$ cat src/rtl/fx_ctrl_pkg.sv
// fx_ctrl_pkg: shared constants for the effect control bank.
// Key roles, effect channel indices and the default channel links.
package fx_ctrl_pkg;

    typedef enum logic [1:0] {
        K_INC  = 2'd0,
        K_DEC  = 2'd1,
        K_NEXT = 2'd2,
        K_DEF  = 2'd3
    } key_e;

    typedef enum logic [3:0] {
        FX_BRIGHT  = 4'd0,
        FX_BLUR    = 4'd1,
        FX_GRAY    = 4'd2,
        FX_CURSOR  = 4'd3,
        FX_CLR     = 4'd4,
        FX_GREEN   = 4'd5,
        FX_CARTOON = 4'd6,
        FX_EDGE    = 4'd7
    } fx_e;

    localparam int FX_NUM = 8;

    // Cartoon shading looks wrong without edges, so it drags edge on.
    localparam logic [FX_NUM*FX_NUM-1:0] FX_LINK_DEF =
        64'd1 << (int'(FX_CARTOON) * FX_NUM + int'(FX_EDGE));

endpackage

$ cat src/rtl/fx_control_bank_if.sv
// fx_control_bank_if: board inputs and effect outputs of the bank.
// master drives switches/keys/frame pulse, slave is the control bank.
interface fx_control_bank_if #(
    parameter int NUM_FX = 8,
    parameter int LVL_W  = 4
);
    logic [9:0]              SW;
    logic [3:0]              KEY;
    logic                    frame_start;
    logic [NUM_FX-1:0]       en;
    logic [NUM_FX*LVL_W-1:0] lvl;
    logic [3:0]              edit_sel;
    logic                    lvl_chg;

    modport master (
        output SW, KEY, frame_start,
        input  en, lvl, edit_sel, lvl_chg
    );

    modport slave (
        input  SW, KEY, frame_start,
        output en, lvl, edit_sel, lvl_chg
    );
endinterface

$ cat src/rtl/fx_control_bank_key.sv
// key_debounce_repeat: sync, debounce and press/auto-repeat pulse
// for one active-low push-key.
module key_debounce_repeat #(
    parameter logic [15:0] DB_CYCLES = 16'd50000,
    parameter logic [23:0] REP_DLY   = 24'd10000000,
    parameter logic [23:0] REP_PER   = 24'd2500000,
    parameter bit          REP_EN    = 1'b0
) (
    input  logic clk,
    input  logic rst,
    input  logic key_n,
    output logic pulse
);
    logic        s1, s2;
    logic        db, db_q;
    logic        lock, live, phase;
    logic [1:0]  vld;
    logic [15:0] dcnt;
    logic [23:0] rcnt;
    logic        rise, fire;

    // lock hides a key already held when reset was released.
    assign rise = db & ~db_q & ~lock;
    assign fire = REP_EN & live & db &
                  (rcnt == (phase ? REP_PER : REP_DLY));

    // Synchronise, debounce, and arm only after a real release.
    always_ff @(posedge clk) begin
        if (!rst) begin
            s1   <= 1'b0;
            s2   <= 1'b0;
            vld  <= '0;
            db   <= 1'b0;
            db_q <= 1'b0;
            dcnt <= '0;
            lock <= 1'b1;
        end else begin
            s1   <= ~key_n;
            s2   <= s1;
            vld  <= {vld[0], 1'b1};
            db_q <= db;
            if (s2 != db) begin
                if (dcnt == DB_CYCLES - 16'd1) begin
                    db   <= s2;
                    dcnt <= '0;
                end else begin
                    dcnt <= dcnt + 16'd1;
                end
            end else begin
                dcnt <= '0;
            end
            if (vld[1] && !s2 && !db)
                lock <= 1'b0;
        end
    end

    // Repeat timer: first gap REP_DLY, then REP_PER, idle saturates.
    always_ff @(posedge clk) begin
        if (!rst) begin
            rcnt  <= '0;
            phase <= 1'b0;
            live  <= 1'b0;
            pulse <= 1'b0;
        end else begin
            pulse <= rise | fire;
            if (rise) begin
                rcnt  <= 24'd1;
                phase <= 1'b0;
                live  <= 1'b1;
            end else if (fire) begin
                rcnt  <= 24'd1;
                phase <= 1'b1;
            end else if (rcnt != '1) begin
                rcnt <= rcnt + 24'd1;
            end
            if (!db)
                live <= 1'b0;
        end
    end
endmodule

$ cat src/rtl/fx_control_bank.sv
// fx_control_bank: switches and keys to per-effect enables and
// levels, edited in a shadow copy and applied at frame start.
module fx_control_bank
    import fx_ctrl_pkg::*;
#(
    parameter int          NUM_FX     = 8,
    parameter int          LVL_W      = 4,
    parameter int          LVL_MAX    = 15,
    parameter int          LVL_DEF    = 8,
    parameter logic [15:0] DB_CYCLES  = 16'd50000,
    parameter logic [23:0] REP_DLY    = 24'd10000000,
    parameter logic [23:0] REP_PER    = 24'd2500000,
    parameter bit          FRAME_SYNC = 1'b1,
    parameter logic [NUM_FX*NUM_FX-1:0] LINK_MASK = '0
) (
    input logic clk,
    input logic rst,
    fx_control_bank_if.slave bus
);
    localparam logic [LVL_W-1:0] L_MAX    = LVL_W'(LVL_MAX);
    localparam logic [LVL_W-1:0] L_DEF    = LVL_W'(LVL_DEF);
    localparam logic [3:0]       SEL_LAST = 4'(NUM_FX - 1);

    logic [3:0]              kp;
    logic [3:0]              sel;
    logic                    chg;
    logic [LVL_W-1:0]        sh [NUM_FX];
    logic [LVL_W-1:0]        cur, nxt;
    logic [NUM_FX-1:0]       raw, sh_en, en_q;
    logic [NUM_FX*LVL_W-1:0] sh_lvl, lvl_q;
    logic                    unused_sw;

    assign unused_sw = ^bus.SW;

    for (genvar k = 0; k < 4; k++) begin : g_key
        key_debounce_repeat #(
            .DB_CYCLES(DB_CYCLES),
            .REP_DLY  (REP_DLY),
            .REP_PER  (REP_PER),
            .REP_EN   (k == int'(K_INC) || k == int'(K_DEC))
        ) u_key (
            .clk  (clk),
            .rst  (rst),
            .key_n(bus.KEY[k]),
            .pulse(kp[k])
        );
    end

    // Next shadow level of the edited channel; restore beats inc/dec.
    always_comb begin
        cur = sh[0];
        for (int i = 1; i < NUM_FX; i++)
            if (sel == 4'(i)) cur = sh[i];
        nxt = cur;
        if (kp[K_DEF])
            nxt = L_DEF;
        else if (kp[K_INC] && !kp[K_DEC])
            nxt = (cur < L_MAX) ? cur + LVL_W'(1) : L_MAX;
        else if (kp[K_DEC] && !kp[K_INC])
            nxt = (cur != '0) ? cur - LVL_W'(1) : cur;
    end

    // Shadow levels and edit pointer; pointer moves after the edit.
    always_ff @(posedge clk) begin
        if (!rst) begin
            sel <= '0;
            chg <= 1'b0;
            for (int i = 0; i < NUM_FX; i++)
                sh[i] <= L_DEF;
        end else begin
            chg <= (nxt != cur);
            for (int i = 0; i < NUM_FX; i++)
                if (sel == 4'(i)) sh[i] <= nxt;
            if (kp[K_NEXT])
                sel <= (sel == SEL_LAST) ? 4'd0 : sel + 4'd1;
        end
    end

    // Shadow enables with one level of linking, plus packed levels.
    always_comb begin
        raw    = bus.SW[NUM_FX:1];
        sh_en  = raw;
        sh_lvl = '0;
        for (int i = 0; i < NUM_FX; i++)
            for (int j = 0; j < NUM_FX; j++)
                if (raw[i] && LINK_MASK[i*NUM_FX+j]) sh_en[j] = 1'b1;
        for (int i = 0; i < NUM_FX; i++)
            sh_lvl[i*LVL_W +: LVL_W] = sh[i];
    end

    // Apply stage: load at frame start so a frame never sees a change.
    always_ff @(posedge clk) begin
        if (!rst) begin
            en_q  <= '0;
            lvl_q <= {NUM_FX{L_DEF}};
        end else if (!FRAME_SYNC || bus.frame_start) begin
            en_q  <= sh_en;
            lvl_q <= sh_lvl;
        end
    end

    assign bus.en       = en_q;
    assign bus.lvl      = lvl_q;
    assign bus.edit_sel = sel;
    assign bus.lvl_chg  = chg;
endmodule

$ cat src/flat_wrapper.sv
// flat-port wrapper written by rule: the top's interface ports become plain ports
module fx_control_bank_flat import fx_ctrl_pkg::*;
#(
    parameter int          NUM_FX     = 8,
    parameter int          LVL_W      = 4,
    parameter int          LVL_MAX    = 15,
    parameter int          LVL_DEF    = 8,
    parameter logic [15:0] DB_CYCLES  = 16'd50000,
    parameter logic [23:0] REP_DLY    = 24'd10000000,
    parameter logic [23:0] REP_PER    = 24'd2500000,
    parameter bit          FRAME_SYNC = 1'b1,
    parameter logic [NUM_FX*NUM_FX-1:0] LINK_MASK = '0
)
  (clk, rst, bus_SW, bus_KEY, bus_frame_start, bus_en, bus_lvl, bus_edit_sel, bus_lvl_chg);
  fx_control_bank_if #(.NUM_FX(NUM_FX), .LVL_W(LVL_W)) bus_i ();
  input logic clk;
  input logic rst;
  input wire logic [$bits(bus_i.SW)-1:0] bus_SW;
  input wire logic [$bits(bus_i.KEY)-1:0] bus_KEY;
  input wire logic [$bits(bus_i.frame_start)-1:0] bus_frame_start;
  output wire logic [$bits(bus_i.en)-1:0] bus_en;
  output wire logic [$bits(bus_i.lvl)-1:0] bus_lvl;
  output wire logic [$bits(bus_i.edit_sel)-1:0] bus_edit_sel;
  output wire logic [$bits(bus_i.lvl_chg)-1:0] bus_lvl_chg;
  assign bus_i.SW = bus_SW;
  assign bus_i.KEY = bus_KEY;
  assign bus_i.frame_start = bus_frame_start;
  assign bus_en = bus_i.en;
  assign bus_lvl = bus_i.lvl;
  assign bus_edit_sel = bus_i.edit_sel;
  assign bus_lvl_chg = bus_i.lvl_chg;
  fx_control_bank #(.NUM_FX(NUM_FX), .LVL_W(LVL_W), .LVL_MAX(LVL_MAX), .LVL_DEF(LVL_DEF), .DB_CYCLES(DB_CYCLES), .REP_DLY(REP_DLY), .REP_PER(REP_PER), .FRAME_SYNC(FRAME_SYNC), .LINK_MASK(LINK_MASK)) u_core (.clk(clk), .rst(rst), .bus(bus_i));
endmodule
$ cat config.mk
export PLATFORM = sky130hd
export DESIGN_NAME = fx_control_bank_flat
export DESIGN_NICKNAME = d
export VERILOG_FILES = /design/src/rtl/fx_ctrl_pkg.sv /design/src/rtl/fx_control_bank_if.sv /design/src/rtl/fx_control_bank_key.sv /design/src/rtl/fx_control_bank.sv /design/src/flat_wrapper.sv
export SDC_FILE = /design/constraint.sdc
export NUM_CORES = 1
export LEC_CHECK = 0
export CORE_ASPECT_RATIO = 0.5
export CORE_MARGIN = 2
export CORE_UTILIZATION = 40
export DETAILED_ROUTE_END_ITERATION = 10
export PLACE_DENSITY_LB_ADDON = 0.08
export SYNTH_ARGS = -nofsm -noshare
export SYNTH_HDL_FRONTEND = slang
export SYNTH_SLANG_ARGS = --single-unit
$ cat constraint.sdc
create_clock -name clk -period 6.1 [get_ports clk]
set_clock_uncertainty 0.2 [all_clocks]
set_input_delay 1.22 -clock clk [delete_from_list [all_inputs] [get_ports clk]]
set_output_delay 1.22 -clock clk [all_outputs]
set_load 0.05 [all_outputs]
==> out/results.txt <==
multi-input gate area in the final layout - 0.00472 sq mm
Worst Path Arrival - 4.13 ns
Post-Synth Adder-Cell Area - 1.81%
CTS tree - built
Final period util - 67.3%
largest family of logic cells by synthesized area - simple AND/OR/NAND/NOR gates
PwrDens - 268 mW/mm^2
nets - 1148
die area - 0.0255 sq mm
switching power - 662 uW
setup slack, reg-to-reg - 2.00 ns
share of layout cells above drive strength 1 - 4.77%
Final Hold Violating Endpoints - 0
CP Cell Sequence - inv_1, ha_1, a221oi_1, o21ai_0, o41a_1, inv_1, ha_1, a21oi_1, nand4_1, a21oi_1, o21ai_0
num ports - 62
Startpoint Class - flip-flop
Gate power share - 4.1%
DR vias - 7357
gr ovfl total - 0
max incr delay on CP - 0.76 ns
synthesized cell area - 0.00968 sq mm
Int Pwr - 2.37 mW
RSZ-0062 raised after global routing - false
async set or reset register ratio after synthesis - 0%
compound-gate portion of the synthesized area - 7.03%
Total Routed Length - 20600 um
Hold Path Class - reg2reg
clock buffer depth - 3
Yosys reg bits - 219
CTS Buf Count - 22
post-layout min period - 4.10 ns
Post-Synth Simple-Gate Area - 25.2%
post-route ant nets - 0
Synth Instances - 1067
Slew Viols, Final - 0
sw frac - 21.8%
core area - 0.0239 sq mm
number of synthesized flops with an enable pin - 32
Initial DRC Count - 333
hpwl dp - 14000 um
initial core utilization - 40.5%
Post-CTS Setup Bufs - 0
Clock Sinks - 219
Residual DRC - 0
Worst Path Buf+Inv - 2
Layout area overhead - 16.7%
Fill cells - 2309
final setup TNS - 0 ns
Die X - 224 um
CTS clk-pin slew, worst paths - 0.07 ns
initial antenna violation count - 0
synthesized area per cell - 9.07 sq um
row cnt - 40
register area - 0.00470 sq mm
Slew @ Worst Pin - 1.17 ns
Clk pwr share - 46.4%
MaxCap Viol Count - 0
ANT cells - 0
Port Buffers - 59
GP Congestion - 0.844
mux share of post-synthesis cell area - 5.30%
Worst path top cell family by delay - compound AO/OA/AOI/OAI gates
Setup Viol. Count Final - 0
crit end category - flip-flop
Skew-Pair Late Insertion Delay - 0.52 ns
Main synth FF type - dfxtp_1
max frequency - 244 MHz
CTS Root Cell - clkbuf_16
# H-tree levels - 1
Die Ht - 114 um
worst-path fanout max - 25
Max-Slew Margin vs Limit - 22.0%
Peak VDD IR - 0.209 mV
Synth cell types - 68
status - finished, final reports clean
Crit-path slowest cell - ha_1
placed cells - 1408
largest net degree at the start of global routing - 52
routed vias/inst - 5.08
XOR/XNOR Fraction of Synth Area - 9.41%
Worst Path Required - 6.13 ns
wire length per cell - 14.2 um
Non-Filler Instances - 1448
cts-stage hold buffer count - 0
syn nets - 1098
critical path type - reg2reg
vias in the first global route - 7052
sequential element share of the synthesized area - 48.6%
first-pass GRT wire length - 34800 um
share of power burned in registers - 49.5%
global router's overall resource usage - 16.4%
Pleak - 4.04 nW
drt pass-1 iters - 5
# resized after CTS - 0
warnings from Yosys - 0
## flip-flops by register name, indices dropped and copies added (netlist names)
register,flops
u_core.bus.lvl,32
u_core.g_key.u_key.s2,4
u_core.g_key.u_key.rcnt,48
u_core.g_key.u_key.db,4
u_core.bus.edit_sel,4
u_core.g_key.u_key.live,2
u_core.sh,32
u_core.g_key.u_key.db_q,4
u_core.g_key.u_key.pulse,4
u_core.bus.en,8
u_core.g_key.u_key.phase,2
u_core.g_key.u_key.s1,4
u_core.g_key.u_key.dcnt,64
u_core.bus.lvl_chg,1
u_core.g_key.u_key.vld,2
u_core.g_key.u_key.lock,4
## cell families after synthesis
logic type,after synthesis
compound gates,97
buf+inv,68
fa+ha+maj,14
mux,50
xor+xnor,104
flops,219
simple gates,515
## layout by cell type, fill, tap and decap left out, types with 4 or more instances in the layout
cell type / instances
a211oi_1: 10
a21oi_1: 31
and2_1: 11
and3_1: 18
and4_1: 4
buf_4: 4
clkbuf_1: 7
clkbuf_16: 23
clkbuf_8: 5
clkdlybuf4s50_1: 58
dfxtp_1: 187
edfxtp_1: 32
ha_1: 14
inv_1: 29
mux2i_1: 49
nand2_1: 99
nand2b_1: 8
nand3_1: 44
nand3b_1: 8
nand4_1: 25
nand4b_1: 4
nor2_1: 218
nor2b_1: 10
nor3_1: 22
nor3b_1: 7
nor4_1: 11
nor4b_1: 7
o21a_1: 4
o21ai_0: 12
o31ai_1: 4
or3_1: 5
xnor2_1: 44
xor2_1: 60
## final cells by class
class	instances	area share [%]
Clock buffer	35	5.94
Sequential cell	219	41.6
Tap cell	315	3.49
Clock inverter	5	0.698
Timing Repair Buffer	63	5.45
Multi-Input combinational cell	780	41.7
Inverter	31	1.03
## power groups by stage
stage	Sequential (mW)	Combinational (mW)	Clock, mW
CTS	1.50	0.126	1.45
detailed placement	1.53	0.125	0
floorplan	1.56	0.0544	0
global route	1.50	0.136	1.51
global placement	1.53	0.124	0
finish	1.50	0.124	1.41
## metrics by stage
stage | hold slack [ns] | utilization (%) | setup WS, ns | area, sq um | total power, mW
floorplan | 0.172 | - | 2.48 | 9680 | 1.61
global placement | 0.187 | 44.2 | 2.10 | 10500 | 1.66
detailed placement | 0.181 | 44.2 | 2.04 | 10500 | 1.66
CTS | 0.191 | 47.3 | 2.01 | 11300 | 3.08
global route | 0.195 | 47.3 | 1.74 | 11300 | 3.15
finish | 0.192 | 47.3 | 2.00 | 11300 | 3.03
## cells in the mapped netlist (5+ instances only)
cell      number  area share [%]
edfxtp_1      32             9.9
nor2b_1       10            0.65
inv_1         29             1.1
xor2_1        60             5.4
a21oi_1       31             1.6
nand4_1       25             1.6
ha_1          14             1.8
nor3_1        22             1.1
a211oi_1      10            0.78
and3_1        18             1.2
nor4_1        11            0.71
and2_1        11            0.71
nor2_1       218             8.5
or3_1          5            0.32
nor3b_1        7            0.54
clkbuf_1      33             1.3
o21ai_0       12            0.62
mux2i_1       49             5.1
nor4b_1        7            0.63
nand3_1       44             2.3
dfxtp_1      187              39
nand2_1       99             3.8
nand2b_1       8            0.52
nand3b_1       8            0.62
xnor2_1       44             4.0
## final timing paths
path | startpoint | endpoint | cells past startpoint
hold / removal | u_core.g_key[3].u_key.db_q$_SDFF_PN0_ | u_core.g_key[3].u_key.pulse$_SDFF_PN0_ | 1
hold reg to reg | u_core.g_key[3].u_key.db_q$_SDFF_PN0_ | u_core.g_key[3].u_key.pulse$_SDFF_PN0_ | 1
setup / recovery | u_core.bus.edit_sel[0]$_SDFFE_PN0P_ | u_core.sh[0][27]$_DFFE_PP_ | 11
setup reg to reg | u_core.bus.edit_sel[0]$_SDFFE_PN0P_ | u_core.sh[0][27]$_DFFE_PP_ | 11
## layer usage
metal / track usage, % / share of wire [%] / vias to the layer above / wire [um]
li1: - / - / 3764 / -
met1: 22.6 / 50 / 3456 / 10400
met2: 26.9 / 44 / 109 / 9060
met3: 3.04 / 3.6 / 28 / 741
met4: 4.00 / 2.1 / 0 / 426
met5: 0 / 0 / - / 0
Power figures use the tool's default switching activity.
